<file path="src/rtl/fifo_pkg.sv">
// Shared types and Gray-code helpers for the async FIFO read side.
package fifo_pkg;

   localparam int unsigned ADDRSIZEL = 4;

   typedef enum logic {IDLE = 1'b0, BURST = 1'b1} rd_state_e;

   // Helpers work on zero-extended 32-bit values; callers cast down to pointer width.
   function automatic logic [31:0] bin2gray(input logic [31:0] b);
      return b ^ (b >> 1);
   endfunction

   function automatic logic [31:0] gray2bin(input logic [31:0] g);
      logic [31:0] b;
      b = g;
      for (int i = 30; i >= 0; i--) begin
         b[i] = b[i+1] ^ g[i];
      end
      return b;
   endfunction

endpackage

</file>
<file path="src/rtl/rr_arbiter.sv">
// Combinational round-robin pick: first requester after 'last', wrapping circularly.
module rr_arbiter #(
   parameter int unsigned NREQ = 4
) (
   input  logic [NREQ-1:0]         req,
   input  logic [$clog2(NREQ)-1:0] last,
   output logic [NREQ-1:0]         gnt
);

   localparam int unsigned IW = $clog2(NREQ);

   logic [IW-1:0] idx;
   logic          found;

   always_comb begin
      gnt   = '0;
      found = 1'b0;
      idx   = '0;
      for (int i = 1; i <= int'(NREQ); i++) begin
         idx = IW'((int'(last) + i) % int'(NREQ));
         if (!found && req[idx]) begin
            gnt[idx] = 1'b1;
            found    = 1'b1;
         end
      end
   end

endmodule

</file>
<file path="src/rtl/fifo_rd_sched.sv">
// Async FIFO read-domain controller: read pointer, empty flag, occupancy and
// round-robin burst scheduling of the single read port among NREQ consumers.
module fifo_rd_sched #(
   parameter int unsigned ADDRSIZEL = fifo_pkg::ADDRSIZEL,
   parameter int unsigned NREQ      = 4,
   parameter int unsigned MAXBURST  = 4
) (
   input  logic                      rclk,
   input  logic                      rrst_n,
   input  logic [ADDRSIZEL:0]        rq2_wptr,
   input  logic [NREQ-1:0]           req,
   output logic [NREQ-1:0]           gnt,
   output logic [$clog2(NREQ)-1:0]   gnt_id,
   output logic                      rd_en,
   output logic [ADDRSIZEL-1:0]      raddr,
   output logic [ADDRSIZEL:0]        rptr,
   output logic                      rempty,
   output logic [ADDRSIZEL:0]        rd_count
);

   import fifo_pkg::*;

   localparam int unsigned PW = ADDRSIZEL + 1;
   localparam int unsigned IW = $clog2(NREQ);
   localparam int unsigned BW = (MAXBURST > 1) ? $clog2(MAXBURST) : 1;

   rd_state_e     state_q, state_d;
   logic [PW-1:0] rbin_q, rbin_d;
   logic [PW-1:0] rptr_q, rptr_d;
   logic          rempty_q, rempty_d;
   logic [NREQ-1:0] gnt_q, gnt_d;
   logic [IW-1:0] gnt_id_q, gnt_id_d;
   logic [IW-1:0] rr_last_q, rr_last_d;
   logic [BW-1:0] beat_q, beat_d;
   logic [NREQ-1:0] arb_gnt;
   logic [IW-1:0] arb_id;

   rr_arbiter #(
      .NREQ (NREQ)
   ) u_rr_arbiter (
      .req  (req),
      .last (rr_last_q),
      .gnt  (arb_gnt)
   );

   always_comb begin
      arb_id = '0;
      for (int i = 0; i < int'(NREQ); i++) begin
         if (arb_gnt[i]) arb_id = IW'(i);
      end
   end

   // Reads are gated by the registered empty flag only, so underflow cannot occur.
   assign rd_en    = (state_q == BURST) & req[gnt_id_q] & ~rempty_q;
   assign rbin_d   = rbin_q + PW'(rd_en);
   assign rptr_d   = PW'(bin2gray(32'(rbin_d)));
   assign rempty_d = (rptr_d == rq2_wptr);
   assign rd_count = PW'(gray2bin(32'(rq2_wptr))) - rbin_q;

   always_comb begin
      state_d   = state_q;
      gnt_d     = gnt_q;
      gnt_id_d  = gnt_id_q;
      rr_last_d = rr_last_q;
      beat_d    = beat_q;
      unique case (state_q)
         IDLE: begin
            if ((|req) && !rempty_q) begin
               gnt_d    = arb_gnt;
               gnt_id_d = arb_id;
               beat_d   = '0;
               state_d  = BURST;
            end
         end
         BURST: begin
            if (rd_en) beat_d = beat_q + 1'b1;
            // Burst limit, owner withdrawal and empty all hand the port back.
            if ((rd_en && (beat_q == BW'(MAXBURST - 1))) || !req[gnt_id_q] || rempty_q) begin
               state_d   = IDLE;
               gnt_d     = '0;
               rr_last_d = gnt_id_q;
            end
         end
         default: state_d = IDLE;
      endcase
   end

   always_ff @(posedge rclk or negedge rrst_n) begin
      if (!rrst_n) begin
         state_q   <= IDLE;
         rbin_q    <= '0;
         rptr_q    <= '0;
         rempty_q  <= 1'b1;
         gnt_q     <= '0;
         gnt_id_q  <= '0;
         rr_last_q <= IW'(NREQ - 1);
         beat_q    <= '0;
      end else begin
         state_q   <= state_d;
         rbin_q    <= rbin_d;
         rptr_q    <= rptr_d;
         rempty_q  <= rempty_d;
         gnt_q     <= gnt_d;
         gnt_id_q  <= gnt_id_d;
         rr_last_q <= rr_last_d;
         beat_q    <= beat_d;
      end
   end

   assign gnt    = gnt_q;
   assign gnt_id = gnt_id_q;
   assign raddr  = rbin_q[ADDRSIZEL-1:0];
   assign rptr   = rptr_q;
   assign rempty = rempty_q;

endmodule

</file>
<file path="config.mk">
export PLATFORM = sky130hd
export DESIGN_NAME = fifo_rd_sched
export DESIGN_NICKNAME = d
export VERILOG_FILES = /design/src/rtl/fifo_pkg.sv /design/src/rtl/rr_arbiter.sv /design/src/rtl/fifo_rd_sched.sv
export SDC_FILE = /design/constraint.sdc
export NUM_CORES = 1
export LEC_CHECK = 0
export ABC_AREA = 1
export CAP_MARGIN = 20
export CORE_AREA = 2 2 59 61
export CTS_BUF_LIST = sky130_fd_sc_hd__clkbuf_8
export DETAILED_ROUTE_END_ITERATION = 8
export DIE_AREA = 0 0 61 63
export PLACE_DENSITY = 0.89
export SYNTH_ARGS = -nofsm -noshare
export SYNTH_HDL_FRONTEND = slang
export SYNTH_SLANG_ARGS = --single-unit
</file>
<file path="constraint.sdc">
create_clock -name rclk -period 3.1 [get_ports rclk]
set_input_delay 0.465 -clock rclk [delete_from_list [all_inputs] [get_ports rclk]]
set_output_delay 0.465 -clock rclk [all_outputs]
set_load 0.01 [all_outputs]
</file>
==> impl_results.md <==
* Status: finished, final reports clean
* Top FF cell, synth: dfrtp_1
* Clock Tree Buf Depth at 2
* CP max stage cell: dlygate4sd2_1
* Finished Layout Cells at 295
* Initial Utilization at 0.508
* Detail Placement HPWL at 2720 um
* Total grt overflow at 0
* Arrival time worst endpoint at 2.49 ns
* Cell count after synthesis at around 200
* DP Cell Count at between 200 and 300
* Initial antenna violation count at 0
* DRC at 0
* Mapped Area at 1640 sq um
* TritonCTS Buffers at 3
* Fin nets at 277
* Clk Latency, worst-skew pair at approximately 0.26 ns
* WP data required at 2.63 ns
* Pre-antenna DRT Iters at 4
* Max incr delay on CP at 0.22 ns
* Flop-to-flop setup slack at 0.68 ns
* Routability cong. at roughly 0.84
* Ys Warns at 0
* TritonCTS clock tree: done
* Minimum clock period at 2.95 ns
* Synth top area share at 0.274
* Actual slew at the worst max-slew pin at 0.897 ns
* Worst-path fanout max at 4
* Max Cap Viol at 0
* Die height at roughly 63 um
* Critical path type: input pin to primary output
* Hold-fix buffers, CTS at 0
* H-tree depth at 1
* Leakage power at 1.12 nW
* Die X at 61 um
* Vias at 1,422
* Antenna Nets Post-Route at 0
* Pins Over Slew Limit at 0
* Layout cells sized above 1 at 0.229
* Startpoint Class: input pin
* # fillers at around 240
* Seq/Total Area, Yosys at 0.322
* Detailed Route Iter0 Violations at 67
* Clk root buf: clkbuf_8
* Register cell area after layout at about 530 sq um
* Row cnt at 21
* Area occupied by multi-input gates at 1020 sq um
* Cell Pwr Density at 1140 nW/um^2
* Unrepaired setup endpoints after global routing: no
* Final setup fails at 0
* Tightest Hold Check Type: register to register
* Headroom to the max-slew limit at 0.400
* Hold Crit Depth at 2
* Tcrit/Tclk final at 0.953
* I/O pin count at 33
* Top post-synthesis cells by count: nand2_1, nand3_1, inv_1
* Syn Nets at 224
* Peak supply drop at 683 uV
* Largest net degree at the start of global routing at 22
* Fmax achieved at 339 MHz
* Netlist cell types at 28
* Die ar. at 3840 sq um
* R2R cell count at 14
* Num Clock Sinks at 21
* Synth async-reset ratio at 1.00
* CP dominant cell by count: buf_4
* Worst Setup End Kind: primary output
* First-pass GRT wire length at 6110 um
* Setup Skew at 0.00518 ns
* Core area at 3230 sq um
* Gr usage total at 0.210
* Top post-synthesis cells by area: dfrtp_1, ha_1, nand2_1
* Buf/Inv on CP at 10
* # port buffers at 32
* Fin. Hold Viols at 0
* CP Depth at 15
* EDFF count, synth at 0
* Top Family by Delay on Critical Path: buffers and inverters
* Worst-path clk slew at 0.07 ns
* DRT Wirelength at 3460 um
* Number of synthesized register bits at 21
* Syn-to-layout area delta at 33.5%
* ANT cells at 0
* CP cell instances: dlygate4sd2_1 > inv_1 > xor2_2 > buf_4 > buf_4 > buf_4 > buf_4 > buf_4 > buf_4 > inv_2 > ha_4 > a21oi_2 > nand2_1 > xor2_1 > buf_2
* Synth area leader: dfrtp_1
* Vias in the first global route at between 1,000 and 1,500
* Final Power at 2.49 mW
* Count leader, synth: nand2_1
* Via-per-instance ratio at 4.82
* WL per Instance at 11.7 um
* Mean Syn Cell Area at 8.33 sq um
## worst reg2reg max path, cell delays in order (launching register included)
cell,delay [ns]
dfrtp_1,0.40
inv_1,0.10
a21oi_1,0.13
o21ai_0,0.09
a21oi_1,0.16
nand2_1,0.09
inv_1,0.12
ha_1,0.18
ha_1,0.28
xor2_1,0.26
xor2_1,0.19
nand2_1,0.07
nor2_1,0.10
o21ai_0,0.09
nor2_1,0.11
## per-layer routing
metal,wire length [um],GRT usage,up-vias
li1,-,-,731
met5,0,0,-
met3,115,0.0290,7
met1,1500,0.270,649
met4,80,0.0870,0
met2,1770,0.344,35
## worst paths after layout
kind | start | endpoint
max in group asynchronous | rrst_n | rbin_q[2]$_DFF_PN0_
worst max-delay path | rq2_wptr[2] | rd_count[3]
min in group asynchronous | rrst_n | rptr[1]$_DFF_PN0_
worst max register to register | gnt_id[0]$_DFFE_PN0P_ | rempty$_DFF_PN1_
worst min register to register | gnt[0]$_DFFE_PN0P_ | gnt[0]$_DFFE_PN0P_
worst min-delay path | gnt[0]$_DFFE_PN0P_ | gnt[0]$_DFFE_PN0P_
## cell type report
class                           count  area share
Clock buffer                        3      0.0188
Clock inverter                      1     0.00171
Inverter                           29      0.0520
Multi-Input combinational cell    146       0.467
Sequential cell                    21       0.242
Tap cell                           46      0.0263
Timing Repair Buffer               49       0.192
## power by group
part	leakage (nW)	internal [mW]	switching (mW)
Clock	0.0269	0.0883	0.0846
Sequential	0.251	0.427	0.134
Combinational	0.840	0.773	0.983
Total	1.12	1.29	1.20
## repair_timing
action,in CTS,in global routing
pin swaps,4,6
setup endpoints to repair,4,4
setup buffers,7,2
gates resized for setup,20,8
## metrics by stage
| step | area (sq um) | TNS, ns | utilization | hold slack [ns] | setup slack (ns) |
|---|---|---|---|---|---|
| after floorplan | 1640 | 0 | - | 0.169 | 0.436 |
| after global placement | 2070 | -1.51 | 0.640 | 0.454 | -0.548 |
| after detailed placement | 2070 | -1.73 | 0.640 | 0.458 | -0.613 |
| after CTS | 2170 | 0 | 0.670 | 0.476 | 0.0321 |
| after global routing | 2190 | 0 | 0.678 | 0.492 | 0.0224 |
| final | 2190 | 0 | 0.678 | 0.472 | 0.147 |
## cell families (layout without fill, tap and decap cells)
kind of cell,Yosys count,after routing,synth area share
buf+inv,30,82,0.0762
compound gates,15,15,0.0518
flops,21,21,0.322
xor+xnor,17,17,0.116
simple gates,98,98,0.307
fa+ha+maj,16,16,0.127
## cells in the final DEF, fill, tap and decap left out, types with 2 or more instances in the layout
cell / n
inv_1: 24
inv_4: 2
xnor2_1: 2
xor2_2: 4
o21ai_0: 6
nor2_1: 5
dfstp_2: 3
nand3_4: 2
ha_1: 13
dfrtp_1: 18
clkbuf_2: 2
nand3_1: 29
clkdlybuf4s50_1: 25
clkbuf_8: 3
a21oi_1: 5
inv_2: 4
a21oi_2: 2
nand2_4: 2
nand2_1: 50
nand2_2: 4
xor2_1: 9
buf_2: 3
nand4_1: 2
buf_4: 17
## state kept, by name (all words and copies together), names as in the netlist
signal and count:
beat_q 2, gnt 4, gnt_id 2, rbin_q 5, rempty 1, rptr 4, rr_last_q 2, state_q 1
Power figures use the tool's default switching activity.
